===== src/rtl/ascon_pkg.sv =====
// ---------------------------------------------------------------------------
// ascon_pkg
// Shared definitions for the Ascon-128 block packer:
//   PAD_BYTE        - first byte of the Ascon 10* padding
//   RATE_BYTES_DEF  - default rate in bytes (8 = Ascon-128)
//   seg_e           - segment type carried with each block (AD / PT)
//   pk_state_e      - packer control state (FILL / EMIT)
// ---------------------------------------------------------------------------
package ascon_pkg;

    localparam logic [7:0] PAD_BYTE       = 8'h80;
    localparam int         RATE_BYTES_DEF = 8;

    typedef enum logic {
        SEG_AD = 1'b0,
        SEG_PT = 1'b1
    } seg_e;

    typedef enum logic {
        FILL = 1'b0,
        EMIT = 1'b1
    } pk_state_e;

endpackage


===== src/rtl/ascon_pad_mask.sv =====
// ---------------------------------------------------------------------------
// ascon_pad_mask
// Combinational 10* padding of a rate-sized block. Slot 0 is the MSB byte.
// Slots below i_pos pass through, slot i_pos becomes PAD_BYTE and every
// slot above it is zeroed.
// Ports:
//   i_block  in  8*RATE_BYTES  block holding the message bytes
//   i_pos    in  CW            slot that receives the pad byte
//   o_block  out 8*RATE_BYTES  padded block
// ---------------------------------------------------------------------------
module ascon_pad_mask
    import ascon_pkg::*;
#(
    parameter  int RATE_BYTES = RATE_BYTES_DEF,
    localparam int CW         = $clog2(RATE_BYTES + 1)
) (
    input  logic [8*RATE_BYTES-1:0] i_block,
    input  logic [CW-1:0]           i_pos,
    output logic [8*RATE_BYTES-1:0] o_block
);

    always_comb begin
        o_block = '0;
        for (int i = 0; i < RATE_BYTES; i++) begin
            if (CW'(i) < i_pos) begin
                o_block[8*(RATE_BYTES-i)-1 -: 8] = i_block[8*(RATE_BYTES-i)-1 -: 8];
            end else if (CW'(i) == i_pos) begin
                o_block[8*(RATE_BYTES-i)-1 -: 8] = PAD_BYTE;
            end
        end
    end

endmodule


===== src/rtl/ascon_block_packer.sv =====
// ---------------------------------------------------------------------------
// ascon_block_packer
// Packs a byte-serial AD / PT stream into rate-sized, 10*-padded blocks for
// the Ascon-128 encrypt datapath. One block per output handshake, tagged with
// segment type, message-byte count and a last flag (the block carrying pad).
//
// Optional feature (macro ASCON_PACKER_ERR_EN): adds a sticky 'err' output
// that flags protocol errors (type change mid-block, misplaced s_empty).
//
// Ports:
//   clk       in   rising-edge clock
//   rst_n     in   asynchronous active-low reset
//   s_valid   in   input beat valid
//   s_ready   out  input beat accepted when s_valid && s_ready
//   s_data    in   input byte
//   s_type    in   segment type (0 = AD, 1 = PT)
//   s_last    in   final beat of the segment
//   s_empty   in   beat carries no byte
//   m_valid   out  output block valid
//   m_ready   in   downstream accepts the block
//   m_block   out  padded block, first byte in the MSB byte
//   m_type    out  segment type of the block
//   m_nbytes  out  message bytes in the block (0..RATE_BYTES)
//   m_last    out  final block of the segment
//   err       out  sticky protocol error (ASCON_PACKER_ERR_EN only)
// ---------------------------------------------------------------------------
module ascon_block_packer
    import ascon_pkg::*;
#(
    parameter  int RATE_BYTES = RATE_BYTES_DEF,
    localparam int CW         = $clog2(RATE_BYTES + 1)
) (
    input  logic                    clk,
    input  logic                    rst_n,
    input  logic                    s_valid,
    output logic                    s_ready,
    input  logic [7:0]              s_data,
    input  logic                    s_type,
    input  logic                    s_last,
    input  logic                    s_empty,
    output logic                    m_valid,
    input  logic                    m_ready,
    output logic [8*RATE_BYTES-1:0] m_block,
    output logic                    m_type,
    output logic [CW-1:0]           m_nbytes,
    output logic                    m_last
`ifdef ASCON_PACKER_ERR_EN
    ,
    output logic                    err
`endif
);

    localparam int            BW        = 8 * RATE_BYTES;
    localparam logic [CW-1:0] LAST_SLOT = CW'(RATE_BYTES - 1);
    localparam logic [CW-1:0] FULL_CNT  = CW'(RATE_BYTES);

    pk_state_e     r_state, w_state_nxt;
    logic [CW-1:0] r_cnt, w_cnt_nxt;
    logic [BW-1:0] r_buf, w_buf_nxt;
    seg_e          r_type, w_type_nxt;
    logic          r_pad_pending, w_pad_nxt;
    logic [CW-1:0] r_nbytes, w_nbytes_nxt;
    logic          r_last, w_last_nxt;

    logic          w_accept;
    logic [BW-1:0] w_wr_buf;
    logic [CW-1:0] w_pad_pos;
    logic [BW-1:0] w_padded;

    // Combinational reset term keeps s_ready low for the whole reset window.
    assign s_ready  = rst_n && (r_state == FILL);
    assign w_accept = s_valid && s_ready;

    assign m_valid  = (r_state == EMIT);
    assign m_block  = r_buf;
    assign m_type   = r_type;
    assign m_nbytes = r_nbytes;
    assign m_last   = r_last;

    // Buffer with the incoming byte dropped into slot cnt (none on s_empty).
    always_comb begin
        w_wr_buf = r_buf;
        if (!s_empty) begin
            for (int i = 0; i < RATE_BYTES; i++) begin
                if (CW'(i) == r_cnt) begin
                    w_wr_buf[8*(RATE_BYTES-i)-1 -: 8] = s_data;
                end
            end
        end
    end

    // Pad slot: 0 for the standalone pad block emitted from EMIT, cnt for an
    // empty beat, cnt+1 behind a freshly written short-last byte.
    always_comb begin
        w_pad_pos = '0;
        if (r_state == FILL) begin
            w_pad_pos = s_empty ? r_cnt : (r_cnt + CW'(1));
        end
    end

    ascon_pad_mask #(
        .RATE_BYTES (RATE_BYTES)
    ) u_pad_mask (
        .i_block (w_wr_buf),
        .i_pos   (w_pad_pos),
        .o_block (w_padded)
    );

    always_comb begin
        w_state_nxt  = r_state;
        w_cnt_nxt    = r_cnt;
        w_buf_nxt    = r_buf;
        w_type_nxt   = r_type;
        w_pad_nxt    = r_pad_pending;
        w_nbytes_nxt = r_nbytes;
        w_last_nxt   = r_last;
        case (r_state)
            FILL: begin
                if (w_accept) begin
                    if (r_cnt == '0) begin
                        w_type_nxt = seg_e'(s_type);
                    end
                    if (s_empty) begin
                        // Empty beat closes the block whatever cnt or s_last say.
                        w_buf_nxt    = w_padded;
                        w_nbytes_nxt = r_cnt;
                        w_last_nxt   = 1'b1;
                        w_state_nxt  = EMIT;
                    end else if (r_cnt == LAST_SLOT) begin
                        // Full block cannot hold the pad; defer it to a block of its own.
                        w_buf_nxt    = w_wr_buf;
                        w_nbytes_nxt = FULL_CNT;
                        w_last_nxt   = 1'b0;
                        w_pad_nxt    = s_last;
                        w_state_nxt  = EMIT;
                    end else if (s_last) begin
                        w_buf_nxt    = w_padded;
                        w_nbytes_nxt = r_cnt + CW'(1);
                        w_last_nxt   = 1'b1;
                        w_state_nxt  = EMIT;
                    end else begin
                        w_buf_nxt = w_wr_buf;
                        w_cnt_nxt = r_cnt + CW'(1);
                    end
                end
            end
            EMIT: begin
                if (m_ready) begin
                    if (r_pad_pending) begin
                        w_buf_nxt    = w_padded;
                        w_nbytes_nxt = '0;
                        w_last_nxt   = 1'b1;
                        w_pad_nxt    = 1'b0;
                    end else begin
                        w_state_nxt  = FILL;
                        w_cnt_nxt    = '0;
                        w_buf_nxt    = '0;
                        w_nbytes_nxt = '0;
                        w_last_nxt   = 1'b0;
                    end
                end
            end
            default: w_state_nxt = FILL;
        endcase
    end

    always_ff @(posedge clk or negedge rst_n) begin
        if (!rst_n) begin
            r_state       <= FILL;
            r_cnt         <= '0;
            r_buf         <= '0;
            r_type        <= SEG_AD;
            r_pad_pending <= 1'b0;
            r_nbytes      <= '0;
            r_last        <= 1'b0;
        end else begin
            r_state       <= w_state_nxt;
            r_cnt         <= w_cnt_nxt;
            r_buf         <= w_buf_nxt;
            r_type        <= w_type_nxt;
            r_pad_pending <= w_pad_nxt;
            r_nbytes      <= w_nbytes_nxt;
            r_last        <= w_last_nxt;
        end
    end

`ifdef ASCON_PACKER_ERR_EN
    logic r_err;
    logic w_proto_err;

    assign w_proto_err = w_accept &&
                         ((s_empty && ((r_cnt != '0) || !s_last)) ||
                          ((r_cnt != '0) && (s_type != logic'(r_type))));

    always_ff @(posedge clk or negedge rst_n) begin
        if (!rst_n) begin
            r_err <= 1'b0;
        end else begin
            r_err <= r_err | w_proto_err;
        end
    end

    assign err = r_err;
`endif

endmodule


===== config.mk =====
export PLATFORM = sky130hd
export DESIGN_NAME = ascon_block_packer
export DESIGN_NICKNAME = d
export VERILOG_FILES = /design/src/rtl/ascon_pkg.sv /design/src/rtl/ascon_pad_mask.sv /design/src/rtl/ascon_block_packer.sv
export SDC_FILE = /design/constraint.sdc
export NUM_CORES = 1
export LEC_CHECK = 0
export CAP_MARGIN = 20
export CORE_ASPECT_RATIO = 0.75
export CORE_MARGIN = 4
export CORE_UTILIZATION = 45
export CTS_CLUSTER_DIAMETER = 50
export DETAILED_ROUTE_END_ITERATION = 8
export PLACE_DENSITY = 0.82
export SETUP_SLACK_MARGIN = 0.05
export SLEW_MARGIN = 40
export SYNTH_ARGS = -nofsm -noshare
export SYNTH_HDL_FRONTEND = slang
export SYNTH_SLANG_ARGS = --single-unit

===== constraint.sdc =====
create_clock -name clk -period 2.2 [get_ports clk]
set_clock_uncertainty 0.05 [all_clocks]
set_input_delay 0.44 -clock clk [delete_from_list [all_inputs] [get_ports clk]]
set_output_delay 0.44 -clock clk [all_outputs]
set_load 0.05 [all_outputs]

# After elaboration in Yosys (flattened, before gate mapping)
# Cells that the tools add are included.
# classes
addsub,1
n_lt_le_gt_ge,8
eq_ne,23
muxes,65
bitwise_logic,1
reduce_logical,9
# ops
cell,n
$mux 64,7
$mux 8,24
$pmux 64 s2,1
$mux 4,13
$eq 3x4->1 const A,8
$eq 2x4->1 const A,4
$lt 3x4->1 const A,4
$pmux 4 s2,2
$mux 1,15
$ne 2x2->1 const B,6
$eq 1x4->1 const A,2
$logic_not 4->1,2
$lt 1x4->1 const A,2
$lt 2x4->1 const A,2
$pmux 1 s2,3
$reduce_and 3->1,2
$reduce_and 6->1,1
$add 4x1->4 const B,1
$eq 4x3->1 const B,1
$ne 4x3->1 const B,1
$reduce_and 4->1,1
$logic_and 1x1->1,2
$ne 2x1->1 const B,1
$reduce_and 2->1,1
$not 1->1,1
# totals
regBits,76
in_bits,15
output_inout_bits,72
wordCells,114

# Longest topological paths before layout
# Gate-level depths: netlist of the first run.
# depth
ltp_word,11
ltp_mapped,8
mapped_depth_nobuf,7

# Cells and area by module
# Synthesis of the first run repeated with hierarchy kept, for this count alone.
# unflattened
cells_unflattened,612
area_unflattened_um2,5967.0
# modules_own_cells
mod,instances,cells_each,area_per_inst_um2,seq_area_each_um2
ascon_block_packer,1,524,5387.7,1901.8
ascon_pad_mask,1,88,579.3,0.0

# Least setup slack after synthesis of the first run
# No wires, ideal clock.
# synth_timing
kind,reg-to-output
from,reg r_state (netlist: m_valid)
to,out s_ready
t_arrival_ns,1.881
required_time_ns,1.710
setup_slack_ns,-0.171
path_stages_with_launch,5
n_path_buf,3
path_cell_list,dfrtp_1 > buf_2 > clkbuf_1 > clkbuf_1 > nor2b_1
# synth_via
elab_chain_cells,2
# synth_rtl
element,line,text
start: declaration,ascon_block_packer.sv:57,"pk_state_e r_state, w_state_nxt;"
start signal: assignment,ascon_block_packer.sv:177,r_state <= w_state_nxt;
$not 1->1 (no source line),-,
$logic_and 1x1->1,ascon_block_packer.sv:71,assign s_ready = rst_n && (r_state == FILL);
end: declaration,ascon_block_packer.sv:36,"output logic s_ready,"
# No other way between the ends.

# Worst setup path after layout of the first run
# layout_timing
from,reg r_cnt[0]
to,reg r_buf[55] (netlist: m_block[55])
# layout_via
elab_chain_cells,11
word_cells_on_any_way,18
classes_between,add/sub: 1; order compare: 1; eq/ne: 3; mux: 13
# layout_rtl
element,line,text
start: declaration,ascon_block_packer.sv:58,"logic [CW-1:0] r_cnt, w_cnt_nxt;"
start signal: assignment,ascon_block_packer.sv:178,r_cnt <= w_cnt_nxt;
"parallel branches: the longest is 10 deep, another holds $add 4x1->4",-,
$pmux 64 s2 (*),ascon_block_packer.sv:117,case (r_state)
end signal: assignment,ascon_block_packer.sv:179,r_buf <= w_buf_nxt;
end: declaration,ascon_block_packer.sv:59,"logic [BW-1:0] r_buf, w_buf_nxt;"
# Every way passes the cells marked *. The select of a mux whose other input is x is not followed.
# A chain may end at the register's enable or synchronous reset.

==> impl_metrics.ini, run 1 <==
[run_status]
outcome = complete, but fails checks
violations = setup timing

[cells_and_area]
fin_area_um2 = 5870
antennaDiodeCount = 0
nNetsFinal = 529
nFillCells = 545
areaGrowthSynthToFinish_pct = 55.7
drive_above_1_share_pct = 30.0
fin_cells = 618

[timing]
drv_slew = 0
rsz0062_at_grt = true
hold_violations = 0
period_share_pct = 106
post-route-min-period_ns = 2.33
slew_headroom_pct = 59.2
timing.fmax_mhz = 429
setup_viol = 26
worst_slew_pin_slew_ns = 0.612
setup_slack_ns = -0.129

[critical_path]
crit_path_end_kind = flip-flop
worstPathArrival_ns = 2.52
crit_required_ns = 2.39
worstSetupPathType = reg2reg
r2r-start = r_cnt[0]$_DFFE_PN0P_
cp-start-kind = flip-flop
path_max_fanout = 7
reg2reg_to = m_block[55]$_DFFE_PN0P_
r2r_slack_ns = -0.13
rr_worst_depth = 9

[synthesis]
synth_seq_area_share_pct = 50.5
ys_ff_latch = 76
synthDominantCellAreaShare_pct = 50.5
synth_area_leaders = dfrtp_1, mux2i_1, nor2_1
netlist_instances = 355
avgSynthCellArea_um2 = 10.6
synth-edff-count = 0
synth_area_um2 = 3770
yosysWarnings = 0
syn_nets = 374
yosysTopAreaCell = dfrtp_1
yosys_most_used_dff = dfrtp_1
synthArstFlopShare_pct = 100
ys_types = 57

[pwr]
p_comb_share_pct = 60.1
leakage_nw = 2.55
ir_worst_vdd_mv = 1.09
pwr_density_cell_nw_per_um2 = 1400
power.share.clock_pct = 13.8
switching_share_pct = 45.8
p_int_mw = 4.47
pwr-share-seq_pct = 26.2
p_sw_mw = 3.77

[global_route]
first_global_vias = 3494
grt_remaining_overflow = 0
grt_pass1_wl_mm = 18.7
track_usage_pct = 24.5
antenna_found_initial = 0
grt_max_degree = 50

[clock_tree]
cts_tree = done
clockBufferDepth = 2
worstSkewPairLatency_ns = 0.35
cts_inserted_buffers = 9
clk_pin_slew_ns = 0.08
cts_htree_levels = 3
cts-root-buf = clkbuf_8
clock_sinks = 76

[die]
core_area_um2 = 8020
initial_core_util_pct = 46.9
die_y_um = 87.2
die_w_um = 114
rows = 28
dieArea_um2 = 9910
boundaryPins = 87

[drt]
wl_per_cell_um = 20.1
drt-total-wl_mm = 12.4
vias = 3580
first_pass_iters = 5
vias_per_cell = 5.79
drtAntennaViolNets = 0
drt-initial-drc-count = 196
remaining_drc_errors = 0

[hold_path]
hold_class = in2async

[placed_design]
gp_congestion = 0.997
io_buffers = 86
place_area_um2 = 5330
dp_cells = 591
dp_hpwl_mm = 8.67

[job]
maxCapViolCount = 0
[metal layers]
layer  up-vias  wire, µm  GRT usage (%)
met5         -         0              0
met4         0       290           6.33
met3        32      1010           5.83
met2       182      5570           37.5
met1      1772      5570           35.2
li1       1594         -              -
[Yosys cell counts (7+ instances only)]
master / count
mux2i_1: 37
clkbuf_1: 16
buf_2: 7
a21oi_1: 13
nor2b_1: 9
nor2_1: 48
inv_1: 7
nand2b_1: 9
nand2_1: 16
a22o_1: 20
dfrtp_1: 76
o21ai_0: 7
[metrics by stage]
step / util [%] / TNS [ns] / worst slack, ns / power [mW] / hold WS, ns
final: 73.1 / -1.34 / -0.129 / 8.23 / 0.0601
after CTS: 70.2 / -0.0493 / -0.0212 / 7.79 / 0.0642
after floorplan: - / -0.0102 / -0.0102 / 4.71 / 0.0944
after global placement: 66.4 / -17.43 / -0.371 / 6.34 / 0.412
after detailed placement: 66.4 / -20.01 / -0.410 / 6.44 / 0.434
after global routing: 73.1 / -3.30 / -0.142 / 8.58 / 0.0767
[worst max-delay path by stage]
| stage | slack, ns | from | end | cells after the start |
|---|---|---|---|---|
| 6_report | -0.13 | r_cnt[0]$_DFFE_PN0P_ | m_block[55]$_DFFE_PN0P_ | 9 |
| 5_1_grt | -0.14 | r_cnt[0]$_DFFE_PN0P_ | m_block[47]$_DFFE_PN0P_ | 9 |
| 4_1_cts | -0.02 | r_cnt[0]$_DFFE_PN0P_ | m_block[47]$_DFFE_PN0P_ | 7 |
| 3_5_place_dp | -0.41 | s_empty | m_block[41]$_DFFE_PN0P_ | 8 |
| 3_3_place_gp | -0.37 | s_empty | m_block[46]$_DFFE_PN0P_ | 8 |
| 2_1_floorplan | -0.01 | r_cnt[1]$_DFFE_PN0P_ | m_block[47]$_DFFE_PN0P_ | 6 |
[layout make-up]
class	instances	area (µm²)	share of cell area, %
multi-input cells	248	1990	34.0
clock inverters	5	78.8	1.34
inverters	7	28.8	0.491
well taps	105	131	2.24
repair buffers	168	1610	27.4
clock buffers	9	124	2.11
flip-flops and latches	76	1900	32.5
[critical path, stage by stage, from the launching register on]
cell and delay, ns:
dfrtp_1 0.42, buf_4 0.14, buf_6 0.11, nand4b_1 0.15, buf_4 0.19, mux2_4 0.34, buf_4 0.16, nor4_1 0.34
a21oi_1 0.08, a211o_1 0.24
[cells in the final DEF, fill, tap and decap left out, types with 5 or more instances in the layout]
cell type	instances
buf_12	8
nor2_4	10
o21ai_0	7
clkbuf_8	9
nand3_1	6
mux2_4	5
dfrtp_1	74
a22o_1	20
mux2i_1	37
buf_6	9
clkdlybuf4s50_1	82
nor3_1	5
nand2b_1	8
inv_1	6
nor2_1	39
buf_4	68
a21oi_1	10
nand2_1	15
[registers in the layout, indices dropped and copies added, names as in the netlist]
register	flops
m_block	64
m_last	1
m_nbytes	4
m_type	1
m_valid	1
r_cnt	4
r_pad_pending	1
[cell families (layout without fill, tap and decap cells)]
group	after synthesis	count (layout)	synth area share, %
compound gates	70	70	14.0
buf+inv	32	189	3.52
flops	76	76	50.5
fa+ha+maj	4	4	1.33
xor+xnor	2	2	0.465
mux	45	46	12.3
simple gates	126	126	17.8
[timing repair]
| item | CTS | global route |
|---|---|---|
| setup endpoints to repair | 43 | 63 |
| gates cloned | 0 | 1 |
| gates resized for setup | 14 | 42 |
| pin swaps | 6 | 31 |
| setup buffers | 4 | 11 |
| hold buffers | 0 | 0 |
[power groups by stage]
| stage | clock network (mW) | registers (mW) | logic, mW |
|---|---|---|---|
| 4_1_cts | 1.14 | 2.14 | 4.50 |
| 3_5_place_dp | 0 | 2.15 | 4.29 |
| 3_3_place_gp | 0 | 2.14 | 4.20 |
| 2_1_floorplan | 0 | 3.16 | 1.54 |
| 5_1_grt | 1.20 | 2.20 | 5.19 |
| 6_report | 1.13 | 2.15 | 4.94 |
(Power assumes the default switching activity.)
==> run 2: changes to the inputs <==
--- a/config.mk
+++ b/config.mk
@@ -13,7 +13,7 @@
 export DETAILED_ROUTE_END_ITERATION = 8
 export PLACE_DENSITY = 0.82
 export SETUP_SLACK_MARGIN = 0.05
-export SLEW_MARGIN = 40
+export SLEW_MARGIN = 0
 export SYNTH_ARGS = -nofsm -noshare
 export SYNTH_HDL_FRONTEND = slang
 export SYNTH_SLANG_ARGS = --single-unit
==> results of run 2 <==
Final layout, timing and power as in run 1 (identical DEF).
